`src/rtl/port_hold_arbiter.sv`:
```
// port_hold_arbiter: four command ports, each with a two-operand hold slot,
// feeding a single registered issue stage towards an ALU.
// Optional feature: define ROUND_ROBIN_EN for round-robin port selection;
// the default build uses fixed priority (port 1 highest).
// All outputs come straight from registers.

module port_hold_arbiter (
  input  logic        c_clk,
  input  logic        reset,
  input  logic [3:0]  req1_cmd_in,
  input  logic [3:0]  req2_cmd_in,
  input  logic [3:0]  req3_cmd_in,
  input  logic [3:0]  req4_cmd_in,
  input  logic [31:0] req1_data_in,
  input  logic [31:0] req2_data_in,
  input  logic [31:0] req3_data_in,
  input  logic [31:0] req4_data_in,
  output logic        req1_busy,
  output logic        req2_busy,
  output logic        req3_busy,
  output logic        req4_busy,
  output logic [31:0] hold1_data1,
  output logic [31:0] hold1_data2,
  output logic [31:0] hold2_data1,
  output logic [31:0] hold2_data2,
  output logic [31:0] hold3_data1,
  output logic [31:0] hold3_data2,
  output logic [31:0] hold4_data1,
  output logic [31:0] hold4_data2,
  output logic [3:0]  prio_alu_in_cmd,
  output logic [1:0]  prio_alu_in_req_id,
  output logic        prio_alu_in_valid,
  input  logic        alu_ready
);

  localparam int unsigned NumPorts = 4;

  typedef enum logic [1:0] {StIdle, StWaitD2, StPending, StIssued} slot_state_e;

  logic [3:0]  cmd_in  [NumPorts];
  logic [31:0] data_in [NumPorts];

  slot_state_e state_q [NumPorts];
  slot_state_e state_d [NumPorts];
  logic [3:0]  cmd_q   [NumPorts];
  logic [31:0] data1_q [NumPorts];
  logic [31:0] data2_q [NumPorts];
  logic [NumPorts-1:0] busy_q;
  logic [NumPorts-1:0] capture1;
  logic [NumPorts-1:0] capture2;
  logic [NumPorts-1:0] pending;

  logic [3:0] issue_cmd_q, issue_cmd_d;
  logic [1:0] issue_id_q, issue_id_d;
  logic       issue_valid_q, issue_valid_d;
  logic [1:0] grant_id;
  logic       load;
  logic       accept;

  assign cmd_in[0]  = req1_cmd_in;
  assign cmd_in[1]  = req2_cmd_in;
  assign cmd_in[2]  = req3_cmd_in;
  assign cmd_in[3]  = req4_cmd_in;
  assign data_in[0] = req1_data_in;
  assign data_in[1] = req2_data_in;
  assign data_in[2] = req3_data_in;
  assign data_in[3] = req4_data_in;

  assign req1_busy   = busy_q[0];
  assign req2_busy   = busy_q[1];
  assign req3_busy   = busy_q[2];
  assign req4_busy   = busy_q[3];
  assign hold1_data1 = data1_q[0];
  assign hold1_data2 = data2_q[0];
  assign hold2_data1 = data1_q[1];
  assign hold2_data2 = data2_q[1];
  assign hold3_data1 = data1_q[2];
  assign hold3_data2 = data2_q[2];
  assign hold4_data1 = data1_q[3];
  assign hold4_data2 = data2_q[3];

  assign prio_alu_in_cmd    = issue_cmd_q;
  assign prio_alu_in_req_id = issue_id_q;
  assign prio_alu_in_valid  = issue_valid_q;

  // Slots waiting for the issue stage.
  always_comb begin
    pending = '0;
    for (int i = 0; i < NumPorts; i++) begin
      pending[i] = (state_q[i] == StPending);
    end
  end

  // Accept retires the current issue; load refills the stage in the same edge.
  always_comb begin
    accept = issue_valid_q && alu_ready;
    load   = (!issue_valid_q || alu_ready) && (|pending);
  end

`ifdef ROUND_ROBIN_EN
  logic [1:0] ptr_q, ptr_d;

  // Round-robin search starting one past the last granted port.
  always_comb begin
    logic [1:0] idx;
    logic       found;
    idx      = '0;
    found    = 1'b0;
    grant_id = '0;
    for (int k = 1; k <= NumPorts; k++) begin
      idx = ptr_q + 2'(k);
      if (!found && pending[idx]) begin
        found    = 1'b1;
        grant_id = idx;
      end
    end
  end

  // Pointer follows the most recent grant.
  always_comb begin
    ptr_d = ptr_q;
    if (load) begin
      ptr_d = grant_id;
    end
  end

  // Pointer register; reset value 3 makes port 1 the first candidate.
  always_ff @(posedge c_clk or posedge reset) begin
    if (reset) begin
      ptr_q <= 2'd3;
    end else begin
      ptr_q <= ptr_d;
    end
  end
`else
  // Fixed priority: lowest port number wins.
  always_comb begin
    grant_id = '0;
    for (int k = NumPorts - 1; k >= 0; k--) begin
      if (pending[k]) begin
        grant_id = 2'(k);
      end
    end
  end
`endif

  // Per-port slot FSM next state and capture strobes.
  always_comb begin
    capture1 = '0;
    capture2 = '0;
    for (int i = 0; i < NumPorts; i++) begin
      state_d[i] = state_q[i];
      unique case (state_q[i])
        StIdle: begin
          if (cmd_in[i] != 4'd0) begin
            state_d[i]  = StWaitD2;
            capture1[i] = 1'b1;
          end
        end
        StWaitD2: begin
          state_d[i]  = StPending;
          capture2[i] = 1'b1;
        end
        StPending: begin
          if (load && (grant_id == 2'(i))) begin
            state_d[i] = StIssued;
          end
        end
        StIssued: begin
          // Only one slot can be issued at a time, so any accept retires it.
          if (accept) begin
            state_d[i] = StIdle;
          end
        end
        default: state_d[i] = StIdle;
      endcase
    end
  end

  // Slot state, captured operands and registered busy flags.
  always_ff @(posedge c_clk or posedge reset) begin
    if (reset) begin
      busy_q <= '0;
      for (int i = 0; i < NumPorts; i++) begin
        state_q[i] <= StIdle;
        cmd_q[i]   <= '0;
        data1_q[i] <= '0;
        data2_q[i] <= '0;
      end
    end else begin
      for (int i = 0; i < NumPorts; i++) begin
        state_q[i] <= state_d[i];
        busy_q[i]  <= (state_d[i] != StIdle);
        if (capture1[i]) begin
          cmd_q[i]   <= cmd_in[i];
          data1_q[i] <= data_in[i];
        end
        if (capture2[i]) begin
          data2_q[i] <= data_in[i];
        end
      end
    end
  end

  // Issue stage next state: load, drain when idle, otherwise hold.
  always_comb begin
    issue_cmd_d   = issue_cmd_q;
    issue_id_d    = issue_id_q;
    issue_valid_d = issue_valid_q;
    if (load) begin
      issue_cmd_d   = cmd_q[grant_id];
      issue_id_d    = grant_id;
      issue_valid_d = 1'b1;
    end else if (alu_ready) begin
      issue_valid_d = 1'b0;
    end
  end

  // Issue stage register.
  always_ff @(posedge c_clk or posedge reset) begin
    if (reset) begin
      issue_cmd_q   <= '0;
      issue_id_q    <= '0;
      issue_valid_q <= 1'b0;
    end else begin
      issue_cmd_q   <= issue_cmd_d;
      issue_id_q    <= issue_id_d;
      issue_valid_q <= issue_valid_d;
    end
  end

endmodule

```
`config.mk`:
```
export PLATFORM = sky130hd
export DESIGN_NAME = port_hold_arbiter
export DESIGN_NICKNAME = d
export VERILOG_FILES = /design/src/rtl/port_hold_arbiter.sv
export SDC_FILE = /design/constraint.sdc
export NUM_CORES = 1
export LEC_CHECK = 0
export ABC_AREA = 1
export CAP_MARGIN = 20
export CORE_MARGIN = 10
export CORE_UTILIZATION = 55
export CTS_CLUSTER_SIZE = 12
export DETAILED_ROUTE_END_ITERATION = 6
export DONT_BUFFER_PORTS = 1
export GPL_ROUTABILITY_DRIVEN = 0
export PLACE_DENSITY = 0.72
export SYNTH_ARGS = -nofsm -noshare
export SYNTH_HDL_FRONTEND = slang
export SYNTH_SLANG_ARGS = --single-unit
```
`constraint.sdc`:
```
create_clock -name c_clk -period 9.9 [get_ports c_clk]
set_input_delay 0.495 -clock c_clk [delete_from_list [all_inputs] [get_ports c_clk]]
set_output_delay 0.495 -clock c_clk [all_outputs]
set_load 0.01 [all_outputs]
```
Yosys cells after proc, flatten, opt, wreduce, memory -nomap -nowiden
Cells that the tools add are included.
{"block": "word_totals", "output_inout_bits": 267, "elab_cells": 97, "in_bits": 147, "register_bits": 291}
{"block": "op_classes", "reduce_logical": 23, "n_lt_le_gt_ge": 1, "mux": 37, "eq_ne": 15, "n_bitwise": 1}
{"operator": "two-way mux 2 bit", "count": 16}
{"operator": "case mux 2 bit (4 select lines)", "count": 4}
{"operator": "equality test 2 bit (second input constant)", "count": 10}
{"operator": "nonzero test 4 bit", "count": 4}
{"operator": "two-way mux 1 bit", "count": 14}
{"operator": "equality test 2 x 1 -> 1 bit (second input constant)", "count": 5}
{"operator": "logical NOT 2 bit", "count": 5}
{"operator": "nonzero test 2 bit", "count": 5}
{"operator": "binary-select mux 4 bit (select 2 bit)", "count": 1}
{"operator": "two-way mux 4 bit", "count": 2}
{"operator": "logical AND 1 bit", "count": 6}
{"operator": "OR reduction 4 bit", "count": 1}
{"operator": "greater-or-equal comparator 3 bit (second input constant)", "count": 1}
{"operator": "NOT 2 -> 3 bit", "count": 1}
{"operator": "logical NOT 1 bit", "count": 1}
{"operator": "logical OR 1 bit", "count": 1}

Longest topological paths before layout
Gate-level depths: netlist (run 1).
{"block": "depth", "depth_word": 10, "ltp_mapped": 10, "mapped_depth_nobuf": 10}

Worst setup path after synthesis (run 1)
OpenSTA, ideal clock, no wires.
{"block": "synth_path", "path_type": "input -> register", "startpoint": "in req3_cmd_in[2]", "endpoint": "reg data1_q, in the netlist hold3_data1[10]", "arrival_time_ns": 1.195, "setup_ns": 0.130, "slack_ns": 8.575, "required_time_ns": 9.770, "cell_stages": 5, "path_cell_list": "inv_1 -> nand3_1 -> o21ai_2 -> clkbuf_1 -> o21ai_0"}
{"block": "synth_between", "elab_chain_len": 3}
{"item": "start: declaration", "line": "12", "text": "input logic [3:0] req3_cmd_in,"}
{"item": "nonzero test 4 bit", "line": "155", "text": "if (cmd_in[i] != 4'd0) begin"}
{"item": "two-way mux 1 bit", "line": "155"}
{"item": "two-way mux 1 bit", "line": "153", "text": "unique case (state_q[i])"}
{"item": "end signal: indexed assignment", "line": "196", "text": "data1_q[i] <= data_in[i];"}
{"item": "end: declaration", "line": "46", "text": "logic [31:0] data1_q [NumPorts];"}
Every way passes these cells.
A chain may end at the register's enable or synchronous reset.

==> results of run 1 <==
-- routing by layer --
layer	vias to the layer above	routed length, µm
met1	3541	10400
met2	328	14000
met5	-	0
met4	0	584
met3	37	3910
li1	3606	-
-- how the worst max path moves through the flow --
| stage | to | cells after the start |
|---|---|---|
| after CTS | hold3_data2[16] | 3 |
| final | hold2_data2[1] | 3 |
| after global placement | cmd_q[14] | 4 |
| after global routing | hold3_data1[14] | 3 |
| after floorplan | busy_q[0] | 1 |
| after detailed placement | hold3_data1[16] | 2 |
-- layout make-up --
type,count,area share [%]
Tap cell,265,2.74
Clock inverter,3,0.331
Clock buffer,38,6.44
Inverter,179,5.61
Multi-Input combinational cell,643,23.9
Sequential cell,291,60.2
Timing Repair Buffer,7,0.765
-- sequential cells by signal, indices dropped and copies added (netlist names), 4 cells and up --
name,flops
hold1_data1,32
hold1_data2,32
hold2_data1,32
hold2_data2,32
hold3_data1,32
hold3_data2,32
hold4_data1,32
hold4_data2,32
cmd_q,16
state_q,8
busy_q,4
prio_alu_in_cmd,4
-- worst register-to-register path, stage by stage (launching register included) --
cell and delay [ns]:
dfrtp_1 0.38, inv_1 0.08, nand2_2 0.72, nand3_1 0.21
inv_1 0.09, nand4_1 0.10
-- Yosys cell counts --
cell      count  area (µm²)
buf_6         1        11.3
inv_2         5        18.8
a21oi_1       1        5.00
nand3_1      32         160
nand2_1     315        1180
o21ai_1      32         160
o21ai_2       2        17.5
nor2_1        6        22.5
nand2_2       4        25.0
buf_2        34         170
nand4_1       6        37.5
clkbuf_1     23        86.3
o211ai_1      2        15.0
nand3_4       1        17.5
nor2_2        1        6.26
or2_1         1        6.26
dfrtp_1     291        7280
inv_1       174         653
o21ai_0     238        1190
nor3_1        1        5.00
a21oi_4       1        16.3
-- cells by family (layout without fill, tap and decap cells) --
logic type	count (synthesis)	after routing	share of synthesized area, %
simple gates	367	367	13.2
buf+inv	237	227	8.47
compound gates	276	276	12.7
flops	291	291	65.7
-- cell usage in the layout (no fill, tap or decap), drive strengths merged, types with 2 or more instances in the layout --
cell and n:
nand2 319, dfrtp 291, o21ai 272, inv 179
clkbuf 38, nand3 33, nor2 7, nand4 6
buf 6, o211ai 2, clkinv 2, a21oi 2
-- through the flow --
| stage | std cells | area [µm²] |
|---|---|---|
| 5_1_grt | 1426 | 12100 |
| 6_report | 1426 | 12100 |
| 3_3_place_gp | 1382 | 11200 |
| 4_1_cts | 1425 | 12100 |
| 3_5_place_dp | 1383 | 11300 |
| 2_1_floorplan | 1171 | 11100 |
-- power by group --
part           internal, µW  leakage, µW  switching, µW
logic                   367      0.00230            697
registers              1780      0.00358            750
clock network           567     0.000402            411
total                  2710      0.00628           1860
==> results.txt, run 1 <==
Status -> finished, violations left
Failing checks -> DRC
Wirelength, routed -> 28900 µm
CP Max Fanout -> 189
Hold_buf cts -> 1
Antenna Nets Post-Route -> 0
Worst Setup SP -> reset
CP Launch Type -> input port
Final HPWL DP -> 21100 µm
Max stage delay on crit path -> 0.69 ns
Cell chain of the critical path -> dlygate4sd3_1, inv_8, buf_12
Nets -> 1298
Min-delay src -> req4_cmd_in[1]
Min Clock Period, post-route -> 2.01 ns
CTS tree -> built
Final core occ -> 61.6%
Global Route met2 Usage -> 35.1%
# diodes -> 0
F_max -> 497 MHz
Worst reg-to-reg setup slack -> 8.18 ns
Total gr overflow -> 0
DR vias/cell -> 5.27
Routed wire per std cell -> 20.3 µm
Hold Crit Endpoint -> cmd_q[1]
Peak VDD IR -> 0.178 mV
Largest net degree at the start of global routing -> 190
Fin crit share -> 20.3%
DRC Markers -> 4
MaxCap Viol Count -> 0
Worst-path clk slew -> 0.06 ns
Gate count of the mapped netlist -> 1171
Post-synthesis sequential area ratio -> 65.7%
Core Box Area -> 0.0197 mm²
Synthesized area per cell -> 9.47 µm²
Worst path buffer plus inverter count -> 3
#FFs+latches synth -> 291
Synth cell types -> 21
FF+latch area -> 0.00728 mm²
Vias in the first global route -> 7482
Reg2reg end -> busy_q[3]
I/O Buffers -> 0
Hold Path Class -> in2reg
Mapped Nets -> 1318
Worst Max-Slew Pin Slew -> 1.02 ns
# IOs -> 414
Area grow syn2layout -> 9.14%
Grt met1 use -> 23.8%
Root Driver -> clkbuf_16
Number of setup buffers added after CTS -> 0
Initial antenna violation count -> 0
Max-Slew Margin vs Limit -> 31.7%
CP Data Required Time -> 10.40 ns
# H-tree levels -> 1
Sum Neg Setup Slack -> 0 ns
GRT busiest layer -> met2
Setup violators final -> 0
Site Rows -> 51
Area of the multi-input gates -> 0.00290 mm²
Die Width -> 162 µm
Final setup margin -> 7.89 ns
Mapped Area -> 0.0111 mm²
Die area -> 0.0262 mm²
Worst hold path cell count -> 2
Worst Path Class, Setup -> in2async
Fillers -> 1643
Cts bufs inserted -> 29
Initial DRC Count -> 719
Critical R2R Launch -> state_q[1]
Worst skew pair latency -> 0.53 ns
PD cells -> 377 mW/mm²
CP endpoint kind -> asynchronous set/reset pin
Initial Util -> 56.4%
Fin. Hold Viols -> 0
Gr usage total -> 21.1%
Die Y -> 162 µm
Worst slack, placed -> 7.90 ns
Via count -> 7512
Worst hold slack -> 0.0955 ns
PostCTS Resize Cnt -> 0
Clock Sinks -> 291
Synth warnings -> 0
Clock buffer depth -> 3
CP delay by family, top -> buffers and inverters
Layout cells sized above 1 -> 5.17%
Worst r2r path cells -> 5
WP data arrival -> 2.51 ns
LEAKAGE -> 0.00628 µW
TritonRoute pass-1 iters -> 7
Overall Power -> 4570 µW
Worst Skew -> 0.00892 ns
Grt met3 use -> 10.7%
Max Transition Viols Final -> 0
Global-route wire length before repair -> 44500 µm
CP max stage cell -> buf_12
Unrepaired setup endpoints after global routing -> false
Power figures use the tool's default switching activity.
==> run 2, diff against run 1 <==
--- a/config.mk
+++ b/config.mk
@@ -5,7 +5,7 @@
 export SDC_FILE = /design/constraint.sdc
 export NUM_CORES = 1
 export LEC_CHECK = 0
-export ABC_AREA = 1
+export ABC_AREA = 0
 export CAP_MARGIN = 20
 export CORE_MARGIN = 10
 export CORE_UTILIZATION = 55
@@ -13,7 +13,7 @@
 export DETAILED_ROUTE_END_ITERATION = 6
 export DONT_BUFFER_PORTS = 1
 export GPL_ROUTABILITY_DRIVEN = 0
-export PLACE_DENSITY = 0.72
+export PLACE_DENSITY = 0.75
 export SYNTH_ARGS = -nofsm -noshare
 export SYNTH_HDL_FRONTEND = slang
 export SYNTH_SLANG_ARGS = --single-unit
==> constraint.sdc (replaced) <==
create_clock -name c_clk -period 1.8 [get_ports c_clk]
set_input_delay 0.09 -clock c_clk [delete_from_list [all_inputs] [get_ports c_clk]]
set_output_delay 0.09 -clock c_clk [all_outputs]
set_load 0.01 [all_outputs]
==> run 2 against run 1 <==
Compared with the run above: the flow now finishes without violations; final cell count shrank 20%; clock skew grew 0.0074 ns; first-iteration DRC count shrank 55%; total power grew to 5.7 times the previous value; via count shrank 15%; hold slack lost 0.082 ns; global-route usage grew 1.1 points; critical path depth grew 2; highest routed layer unchanged; largest cell class unchanged; register-to-register slack lost 8.1 ns; flip-flop and latch count is the same; sequential share of layout area shrank 7.8 points; cell area grew 15%.
==> results.txt, run 2 <==
Initial DRC Count -> 323 (-55%)
CP delay by family, top -> buffers and inverters
Gate count of the mapped netlist -> 689 (-41%)
# H-tree levels -> 1 (unchanged)
Area grow syn2layout -> 24.6%
Synth top area share -> 65.2% (-0.43 points)
Synthesized area per cell -> 16.2 µm² (+71%)
Combinational share of power -> 24.5% (+1.2 points)
Total gr overflow -> 0 (unchanged)
DRC Markers -> 0 (-4)
Final HPWL DP -> 22200 µm (+5.1%)
Min Clock Period, post-route -> 1.70 ns
CP Launch Type -> flip-flop
Die Y -> 162 µm (+0.29%)
Post-synth EDFFs -> 0 (unchanged)
Most common cell after layout, fill and taps aside -> dfrtp_1
Largest net degree at the start of global routing -> 81 (-57%)
WP data arrival -> 2.10 ns (-0.41 ns)
CP Data Required Time -> 2.19 ns (-8.21 ns)
Post-synthesis sequential area ratio -> 65.2% (-0.43 points)
Worst slack, placed -> 0.0904 ns (-7.81 ns)
Synth warnings -> 0 (unchanged)
PD cells -> 1880 mW/mm² (+400%)
Hold Path Class -> in2reg
Post-synth top cells -> 291 x dfrtp_1, 158 x mux2_1, 108 x mux2_2, 18 x nand2_1, 16 x buf_2
Final setup margin -> 0.0968 ns (-7.79 ns)
Clock buffer depth -> 3 (unchanged)
Synth cell types -> 31 (+48%)
Critical R2R Launch -> state_q[6]
Worst path buffer plus inverter count -> 2 (-1)
Int Power -> 16700 µW (+510%)
Top_reg_cell synth -> dfrtp_1
LEAKAGE -> 0.00594 µW (-5.5%)
Cell taking the most area after synthesis -> dfrtp_1
Max stage delay on crit path -> 0.56 ns (-0.13 ns)
Worst Path Class, Setup -> reg2reg
Via count -> 6380 (-15%)
FF+latch area -> 0.00728 mm² (unchanged)
Global-route wire length before repair -> 46000 µm (+3.4%)
Unrepaired setup endpoints after global routing -> false
Worst Skew -> 0.0163 ns (+0.00737 ns)
Area of the multi-input gates -> 0.00368 mm² (+27%)
Fin crit share -> 94.6%
Clock share of power -> 20.3% (-1.1 points)
MaxCap Viol Count -> 0 (unchanged)
Fillers -> 1248 (-24%)
DR vias/cell -> 5.59 (+6.1%)
Setup violators final -> 0 (unchanged)
Peak VDD IR -> 1.20 mV (+570%)
P_sw -> 9550 µW (+410%)
Status -> complete, no violations
Worst-path clk slew -> 0.06 ns (about the same)
Reg2reg end -> cmd_q[13]
Root Driver -> clkbuf_16
Most frequent cells in the layout -> 291 x dfrtp_1, 158 x mux2_1, 148 x dlygate4sd3_1
Cell chain of the critical path -> buf_4, nor2_4, o41ai_4, a22o_1, dlygate4sd3_1
Min-delay src -> req3_cmd_in[2]
Antenna Nets Post-Route -> 0 (unchanged)
Die area -> 0.0264 mm² (+0.58%)
Worst Setup SP -> state_q[6]
Mapped Nets -> 836 (-37%)
Overall Power -> 26200 µW (+470%)
Cts bufs inserted -> 29 (unchanged)
Max-Slew Margin vs Limit -> 70.0% (+38 points)
Layout cells sized above 1 -> 20.9% (+16 points)
Worst Max-Slew Pin Slew -> 0.449 ns (-0.576 ns)
Worst r2r path cells -> 5 (unchanged)
Worst hold path cell count -> 3 (+1)
TritonRoute pass-1 iters -> 4 (-3)
CP Max Fanout -> 5 (-97%)
CTS tree -> built
Vias in the first global route -> 7195 (-3.8%)
Site Rows -> 52 (+2.0%)
Nets -> 1006 (-22%)
Worst reg-to-reg setup slack -> 0.1 ns (-8.08 ns)
Routed wire per std cell -> 26.8 µm (+32%)
Initial antenna violation count -> 2 (+2)
Fin. Hold Viols -> 0 (unchanged)
#FFs+latches synth -> 291 (unchanged)
Die Width -> 162 µm (+0.29%)
CP max stage cell -> dlygate4sd3_1
F_max -> 587 MHz
Max Transition Viols Final -> 0 (unchanged)
Gr usage total -> 22.2% (+1.1 points)
Worst skew pair latency -> 0.53 ns (about the same)
Ys async rst share -> 100% (unchanged)
Clock Sinks -> 291 (unchanged)
# IOs -> 414 (unchanged)
Share of power burned in registers -> 55.2% (about the same)
Initial Util -> 55.5% (-0.90 points)
Sw Share -> 36.4% (-4.2 points)
Hold Crit Endpoint -> state_q[2]
Count leader, synth -> dfrtp_1
Top cells by area, synth -> dfrtp_1 65%, mux2_1 16%, mux2_2 11%
Wirelength, routed -> 30600 µm (+5.8%)
Mapped Area -> 0.0112 mm² (+0.65%)
Core Box Area -> 0.0201 mm² (+2.3%)
CP endpoint kind -> flip-flop
I/O Buffers -> 0 (unchanged)
-- run 2: cell count changes in the layout (fill, tap and decap cells not counted), sizes merged, moves of 6 or more --
cell and change:
nand2 -301, nor2b +6, inv -179, mux2 +266
nor2 +9, dlygate4sd3 +147, o21ai -265, nand3 -31
a22o +6, nand2b +9, buf +20
-- run 2: power groups by stage --
stage	registers [µW]	logic, µW	clock network [µW]
6_report	14500	6430	5320
4_1_cts	14500	6390	5420
5_1_grt	14900	7040	5670
3_5_place_dp	14600	5990	0
2_1_floorplan	13100	4970	0
3_3_place_gp	14400	5530	0
-- run 2: worst max path at each step --
stage	endpoint	depth (start not counted)
global route	cmd_q[13]	5
CTS	hold2_data1[6]	4
global placement	cmd_q[8]	3
floorplan	busy_q[0]	1
detailed placement	cmd_q[11]	3
finish	cmd_q[13]	5
-- run 2: final cells by class --
class,instances,area share (%)
multi-input cells,362,26.5
clock inverters,1,0.0629
clock buffers,41,5.76
diodes,2,0.0360
repair buffers,174,12.9
inverters,1,0.0540
flip-flops and latches,291,52.3
well taps,270,2.43
-- run 2: logic make-up (layout without fill, tap and decap cells) --
| logic type | count (synthesis) | count (layout) | share of synthesized area, % |
|---|---|---|---|
| XOR/XNOR | 3 | 3 | 0.235 |
| other | 0 | 2 | 0 |
| AND/OR/NAND/NOR | 58 | 58 | 2.87 |
| flip-flops | 291 | 291 | 65.2 |
| multiplexers | 270 | 270 | 27.2 |
| AO/OA/AOI/OAI | 31 | 31 | 2.26 |
| buffers and inverters | 36 | 217 | 2.20 |
-- run 2: worst min-delay path, cell delays in order --
cell and delay [ns]:
nor4_2 0.03, nand2b_1 0.27, nand2_1 0.11
-- run 2: metrics by stage --
stage | setup TNS (ns) | cell area, µm² | hold slack (ns) | utilization [%] | cells
floorplan | -625.99 | 11200 | 0.222 | - | 689
global placement | 0 | 11600 | -0.00484 | 57.5 | 944
detailed placement | 0 | 11600 | -0.00150 | 57.5 | 944
CTS | 0 | 13900 | 0.0118 | 68.9 | 1134
global route | 0 | 13900 | 0.0420 | 69.2 | 1142
finish | 0 | 13900 | 0.0138 | 69.2 | 1142
-- run 2: metal layers --
metal / track usage (%) / vias up / wire [µm]
li1: - / 2766 / -
met1: 23.1 / 3287 / 10000
met2: 39.4 / 285 / 16100
met3: 10.7 / 42 / 3830
met4: 5.71 / 0 / 606
met5: 0 / - / 0
-- run 2: repair_timing --
item | CTS | global route
buffers inserted | 0 | 6
hold buffers | 148 | 0
hold endpoints to repair | 580 | 0
endpoints found under the setup margin | 0 | 16
gates resized for setup | 0 | 1
